<file path="src/rtl/fp_factorial_sequencer_if.sv">
// Handshake and multiplier bus for fp_factorial_sequencer.
// slave  : the sequencer (drives busy/done/result/flags and the multiplier operands)
// master : the requester plus the attached floating-point multiplier
//   start_in/n_in            request to compute n_in!
//   busy_out/done_out        run status and one-cycle completion pulse
//   result_out               last result, {sign, exponent, mantissa}
//   overflow_out/underflow_out sticky multiplier flags for the current run
//   mul_a_out/mul_b_out      operands to the multiplier
//   mul_p_in/mul_of_in/mul_uf_in combinational product and flags back
interface fp_factorial_sequencer_if #(
  parameter int unsigned EXP_WIDTH      = 8,
  parameter int unsigned MANTISSA_WIDTH = 23,
  parameter int unsigned N_WIDTH        = 6
);
  localparam int unsigned W = 1 + EXP_WIDTH + MANTISSA_WIDTH;

  logic               start_in;
  logic [N_WIDTH-1:0] n_in;
  logic               busy_out;
  logic               done_out;
  logic [W-1:0]       result_out;
  logic               overflow_out;
  logic               underflow_out;
  logic [W-1:0]       mul_a_out;
  logic [W-1:0]       mul_b_out;
  logic [W-1:0]       mul_p_in;
  logic               mul_of_in;
  logic               mul_uf_in;

  modport master (
    output start_in, n_in, mul_p_in, mul_of_in, mul_uf_in,
    input  busy_out, done_out, result_out, overflow_out, underflow_out, mul_a_out, mul_b_out
  );

  modport slave (
    input  start_in, n_in, mul_p_in, mul_of_in, mul_uf_in,
    output busy_out, done_out, result_out, overflow_out, underflow_out, mul_a_out, mul_b_out
  );
endinterface

</file>
<file path="src/rtl/fp_factorial_sequencer.sv">
// Floating-point factorial sequencer. Computes n! by repeatedly multiplying an
// accumulator by the float of a counter k = 2..n through an external
// combinational multiplier. A multiplier overflow aborts the run early.
// Ports:
//   clk_in    clock, rising edge
//   rst_n_in  synchronous active-low reset
//   bus       fp_factorial_sequencer_if.slave (request, status, result, multiplier bus)
module fp_factorial_sequencer #(
  parameter int unsigned EXP_WIDTH      = 8,
  parameter int unsigned MANTISSA_WIDTH = 23,
  parameter int unsigned N_WIDTH        = 6
) (
  input logic                    clk_in,
  input logic                    rst_n_in,
  fp_factorial_sequencer_if.slave bus
);

  localparam int unsigned W    = 1 + EXP_WIDTH + MANTISSA_WIDTH;
  localparam int unsigned BIAS = (2 ** (EXP_WIDTH - 1)) - 1;
  localparam logic [W-1:0] FP_ONE = {1'b0, EXP_WIDTH'(BIAS), MANTISSA_WIDTH'(0)};

  typedef enum logic [0:0] {StIdle, StMult} state_e;

  state_e             state_q;
  logic [W-1:0]       acc_q;
  logic [N_WIDTH-1:0] k_q;
  logic [N_WIDTH-1:0] n_reg_q;
  logic               busy_q;
  logic               done_q;
  logic [W-1:0]       result_q;
  logic               overflow_q;
  logic               underflow_q;

  // Exact integer-to-float of k: the counter never exceeds the mantissa width
  // plus the hidden bit, so no rounding is needed.
  int unsigned           lead;
  logic [MANTISSA_WIDTH:0] k_ext;
  logic [MANTISSA_WIDTH:0] k_shift;
  logic [W-1:0]          k_fp;

  always_comb begin
    lead = 0;
    for (int i = 0; i < int'(N_WIDTH); i++) begin
      if (k_q[i]) lead = unsigned'(i);
    end
    k_ext   = (MANTISSA_WIDTH + 1)'(k_q);
    k_shift = k_ext << (MANTISSA_WIDTH - lead);
    if (k_q == '0) begin
      k_fp = '0;
    end else begin
      k_fp = {1'b0, EXP_WIDTH'(BIAS + lead), k_shift[MANTISSA_WIDTH-1:0]};
    end
  end

  always_ff @(posedge clk_in) begin
    if (!rst_n_in) begin
      state_q     <= StIdle;
      acc_q       <= '0;
      k_q         <= '0;
      n_reg_q     <= '0;
      busy_q      <= 1'b0;
      done_q      <= 1'b0;
      result_q    <= '0;
      overflow_q  <= 1'b0;
      underflow_q <= 1'b0;
    end else begin
      done_q <= 1'b0;
      unique case (state_q)
        StIdle: begin
          if (bus.start_in) begin
            overflow_q  <= 1'b0;
            underflow_q <= 1'b0;
            if (bus.n_in <= N_WIDTH'(1)) begin
              // 0! and 1! need no multiplications.
              result_q <= FP_ONE;
              done_q   <= 1'b1;
            end else begin
              acc_q   <= FP_ONE;
              k_q     <= N_WIDTH'(2);
              n_reg_q <= bus.n_in;
              busy_q  <= 1'b1;
              state_q <= StMult;
            end
          end
        end
        StMult: begin
          acc_q       <= bus.mul_p_in;
          overflow_q  <= overflow_q | bus.mul_of_in;
          underflow_q <= underflow_q | bus.mul_uf_in;
          if ((k_q == n_reg_q) || bus.mul_of_in) begin
            result_q <= bus.mul_p_in;
            done_q   <= 1'b1;
            busy_q   <= 1'b0;
            state_q  <= StIdle;
          end else begin
            k_q <= k_q + N_WIDTH'(1);
          end
        end
        default: state_q <= StIdle;
      endcase
    end
  end

  assign bus.busy_out      = busy_q;
  assign bus.done_out      = done_q;
  assign bus.result_out    = result_q;
  assign bus.overflow_out  = overflow_q;
  assign bus.underflow_out = underflow_q;
  assign bus.mul_a_out     = acc_q;
  assign bus.mul_b_out     = k_fp;

endmodule

</file>
<file path="src/flat_wrapper.sv">
// flat-port wrapper written by rule: the top's interface ports become plain ports
module fp_factorial_sequencer_flat 
#(
  parameter int unsigned EXP_WIDTH      = 8,
  parameter int unsigned MANTISSA_WIDTH = 23,
  parameter int unsigned N_WIDTH        = 6
)
  (clk_in, rst_n_in, bus_start_in, bus_n_in, bus_mul_p_in, bus_mul_of_in, bus_mul_uf_in, bus_busy_out, bus_done_out, bus_result_out, bus_overflow_out, bus_underflow_out, bus_mul_a_out, bus_mul_b_out);
  fp_factorial_sequencer_if #(.EXP_WIDTH(EXP_WIDTH), .MANTISSA_WIDTH(MANTISSA_WIDTH), .N_WIDTH(N_WIDTH)) bus_i ();
  input logic clk_in;
  input logic rst_n_in;
  input wire logic [$bits(bus_i.start_in)-1:0] bus_start_in;
  input wire logic [$bits(bus_i.n_in)-1:0] bus_n_in;
  input wire logic [$bits(bus_i.mul_p_in)-1:0] bus_mul_p_in;
  input wire logic [$bits(bus_i.mul_of_in)-1:0] bus_mul_of_in;
  input wire logic [$bits(bus_i.mul_uf_in)-1:0] bus_mul_uf_in;
  output wire logic [$bits(bus_i.busy_out)-1:0] bus_busy_out;
  output wire logic [$bits(bus_i.done_out)-1:0] bus_done_out;
  output wire logic [$bits(bus_i.result_out)-1:0] bus_result_out;
  output wire logic [$bits(bus_i.overflow_out)-1:0] bus_overflow_out;
  output wire logic [$bits(bus_i.underflow_out)-1:0] bus_underflow_out;
  output wire logic [$bits(bus_i.mul_a_out)-1:0] bus_mul_a_out;
  output wire logic [$bits(bus_i.mul_b_out)-1:0] bus_mul_b_out;
  assign bus_i.start_in = bus_start_in;
  assign bus_i.n_in = bus_n_in;
  assign bus_i.mul_p_in = bus_mul_p_in;
  assign bus_i.mul_of_in = bus_mul_of_in;
  assign bus_i.mul_uf_in = bus_mul_uf_in;
  assign bus_busy_out = bus_i.busy_out;
  assign bus_done_out = bus_i.done_out;
  assign bus_result_out = bus_i.result_out;
  assign bus_overflow_out = bus_i.overflow_out;
  assign bus_underflow_out = bus_i.underflow_out;
  assign bus_mul_a_out = bus_i.mul_a_out;
  assign bus_mul_b_out = bus_i.mul_b_out;
  fp_factorial_sequencer #(.EXP_WIDTH(EXP_WIDTH), .MANTISSA_WIDTH(MANTISSA_WIDTH), .N_WIDTH(N_WIDTH)) u_core (.clk_in(clk_in), .rst_n_in(rst_n_in), .bus(bus_i));
endmodule
</file>
<file path="config.mk">
export PLATFORM = sky130hd
export DESIGN_NAME = fp_factorial_sequencer_flat
export DESIGN_NICKNAME = d
export VERILOG_FILES = /design/src/rtl/fp_factorial_sequencer_if.sv /design/src/rtl/fp_factorial_sequencer.sv /design/src/flat_wrapper.sv
export SDC_FILE = /design/constraint.sdc
export NUM_CORES = 1
export LEC_CHECK = 0
export ABC_AREA = 1
export ABC_CLOCK_PERIOD_IN_PS = 2440
export CAP_MARGIN = 25
export CORE_MARGIN = 2
export CORE_UTILIZATION = 43
export CTS_CLUSTER_DIAMETER = 50
export DETAILED_ROUTE_END_ITERATION = 8
export GPL_TIMING_DRIVEN = 0
export PLACE_DENSITY = 0.8
export SYNTH_ARGS = -nofsm -noshare
export SYNTH_HDL_FRONTEND = slang
export SYNTH_SLANG_ARGS = --single-unit
</file>
<file path="constraint.sdc">
create_clock -name clk_in -period 2.44 [get_ports clk_in]
set_input_delay 0.61 -clock clk_in [delete_from_list [all_inputs] [get_ports clk_in]]
set_output_delay 0.61 -clock clk_in [all_outputs]
set_load 0.02 [all_outputs]
</file>
==> impl_results.md <==
* Initial antenna violation count at 0
* Power per Cell Area at 598 mW/mm^2
* Initial Utilization at 45.0%
* Worst hold slack at 0.466 ns
* Mapped Cells at 476
* Ports at 143
* Sink Count at 81
* Post-DP HPWL at 7560 um
* CTS tree: yes
* Slowest cell on crit path: dfxtp_4
* Synth warn at 0
* DIE HEIGHT at 94.4 um
* Setup Viol. Count Final at 0
* Fin. Hold Viols at 0
* Worst Tran Pin Value at 0.576 ns
* Global route total overflow at 0
* Post-CTS Hold Fix Bufs at 0
* Max-cap viol count at 0
* CP max FO at 6
* Area delta synth->final at 50.6%
* Antenna diodes at 0
* Via count at 3,720
* FF+latch count, synth at 81
* CP Data Required Time at 1.83 ns
* RSZ-0062 raised after global routing: true
* Setup slack at placement at -0.421 ns
* Final Util at 67.8%
* Fin area at 0.00529 mm^2
* Clock Root Buffer: clkbuf_8
* Final Slew Violations at 0
* Post-layout power at 0.00316 W
* Worst setup margin at 0.00701 ns
* Max VDD drop at 0.356 mV
* First-pass GRT wire length at 16,200 um
* Worst Path Buf+Inv at 3
* Routed WL at 10,600 um
* Crit path largest cell delay at 0.42 ns
* Cell mode on critical path: ha_4
* HP Class: flip-flop to flip-flop
* Chip width at 94.4 um
* Final ANT Viol Nets at 0
* Worst path arrival time at 1.82 ns
* WS Path Type: flip-flop to output pin
* Placed Area at 0.00494 mm^2
* Detailed-route vias per instance at 4.99
* Status: finished clean
* Part of the Yosys area used for sequential elements at 46.2%
* Crit-path cells: inv_4, o21ai_4, ha_4, ha_4, or2_1, inv_1, buf_6
* # nets final at 686
* Detailed Routing Iterations Pass 1 at 4
* Critical path's top delay family: flip-flops
* Synth Cell Area at 0.00351 mm^2
* Core box area at 0.00781 mm^2
* Worst slew margin at 61.6%
* Total CTS buffers at 9
* Synthesized area per cell at 7.38 um^2
* CP Launch Type: flip-flop
* # rows at 32
* Htree depth at 3
* Synth cell types at 27
* RD Place Congestion at 0.833
* # DRC at 0
* FMAX at 0.411 GHz
* Reg clk slew, reported paths at 0.08 ns
* Starting DRC count in detailed routing at 153
* GRT Overall Usage at 23.2%
* Routed length per placed instance at 14.2 um
* Vias in the first global route at 3,560
* Final period util at 99.7%
* Post-route minimum period at 2.43 ns
* Max Root-Sink Buffers at 2
* Cell leakage power at 2.24 nW
* Clk_skew at 0.0167 ns
* Share of cells above drive strength 1 at 16.3%
* Maximum number of pins on one net before global-route repair at 15
* PortBufs at 123
* Critical Path End Type: output pin
* Later-pin clock latency in the skew report at 0.36 ns
* Die area at 0.00891 mm^2
power breakdown:
| group | total, W | switching (W) | internal (W) |
|---|---|---|---|
| Sequential | 0.00144 | 0.0000426 | 0.00139 |
| Combinational | 0.000751 | 0.000422 | 0.000329 |
| Clock | 0.000975 | 0.000500 | 0.000475 |
Yosys cell counts:
cell type,instances,share of area [%]
dfxtp_1,81,46
clkbuf_1,13,1.4
inv_2,18,1.9
inv_1,25,2.7
nor2_1,29,3.1
buf_2,8,1.1
xor2_1,3,0.75
nor3b_1,1,0.21
nand3_1,57,8.1
o21ai_1,14,2.0
or2_1,2,0.36
nor4_1,1,0.18
nand3_2,2,0.57
o21ai_0,16,2.3
nand2_2,1,0.18
conb_1,1,0.11
nand2_4,2,0.64
o21ai_2,1,0.25
nor2_2,1,0.18
buf_4,24,5.1
nand2_1,93,9.9
o211ai_1,1,0.21
a21oi_1,74,11
ha_1,4,1.4
nor3_1,1,0.14
buf_1,2,0.21
nand4_1,1,0.18
final timing paths:
| check | slack [ns] | endpoint | cells after the start | startpoint |
|---|---|---|---|---|
| worst max-delay path | 0.007 | bus_mul_b_out[25] | 7 | u_core.k_q[4]$_SDFFE_PN0P_ |
| worst min-delay path | 0.47 | u_core.bus.mul_a_out[19]$_SDFFE_PN0P_ | 2 | u_core.bus.mul_a_out[19]$_SDFFE_PN0P_ |
| worst max register to register | 0.71 | u_core.bus.result_out[15]$_SDFFE_PN0P_ | 11 | u_core.k_q[5]$_SDFFE_PN0P_ |
| worst min register to register | 0.47 | u_core.bus.mul_a_out[19]$_SDFFE_PN0P_ | 2 | u_core.bus.mul_a_out[19]$_SDFFE_PN0P_ |
layer usage:
metal	track usage [%]	wire length, um	vias to the layer above
met5	0	0	-
met4	10.6	250	0
met3	6.86	766	19
met2	40.5	5300	130
met1	26.0	4240	1731
li1	-	-	1840
cell usage in the layout, fill, tap and decap left out, drive strengths merged:
cell           count
nor3               1
nand2             96
a21oi             74
ha                 4
bufinv             1
dfxtp             81
clkdlybuf4s15      1
nand3             59
or2                2
xor2               3
clkdlybuf4s50    110
nor4               1
clkinv             1
dlygate4sd2        5
clkinvlp           3
o21ai             31
nor3b              1
conb              19
o211ai             1
clkbuf            25
buf               50
inv               44
nand4              1
nor2              30
registers in the layout (all words and copies together) (netlist names):
signal / count
u_core.bus.busy_out: 1
u_core.bus.done_out: 1
u_core.bus.mul_a_out: 32
u_core.bus.overflow_out: 1
u_core.bus.result_out: 32
u_core.bus.underflow_out: 1
u_core.k_q: 6
u_core.n_reg_q: 6
u_core.state_q: 1
repair_timing:
action	CTS	global route
resized for setup	51	15
pin swaps	3	6
buffers inserted	6	7
setup endpoints to repair	13	10
gates cloned	0	0
stage by stage:
step	std cells	setup TNS (ns)
global placement	719	-1.13
finish	746	0
global route	746	-0.263
floorplan	494	0
CTS	740	-0.0634
detailed placement	719	-1.46
final cells by class:
type                            instances  area (um^2)
Buffer                                 45          267
Tap cell                              102          128
Clock inverter                          6         66.3
Multi-Input combinational cell        323         1590
Sequential cell                        81         1640
Inverter                               43          164
Fill cell                             697         2520
Timing Repair Buffer                  136         1300
Clock buffer                           10          128
logic make-up (layout without fill, tap and decap cells):
kind of cell | after synthesis | count (layout) | share of synthesized area (%)
AND/OR/NAND/NOR | 191 | 191 | 23.8
AO/OA/AOI/OAI | 106 | 106 | 15.3
buffers and inverters | 90 | 240 | 12.5
flip-flops | 81 | 81 | 46.2
adder cells (fa/ha/maj) | 4 | 4 | 1.43
XOR/XNOR | 3 | 3 | 0.748
other | 1 | 19 | 0.107
worst reg2reg max path, cell delays in order (launching register included):
cell     delay (ns)
dfxtp_4        0.41
buf_4          0.16
inv_2          0.03
nand2_1        0.04
nand2_1        0.05
nor2_1         0.13
nand3_2        0.14
nand2_4        0.14
nand2_4        0.11
buf_2          0.22
nand3_1        0.09
a21oi_1        0.07
Power figures use the tool's default switching activity.
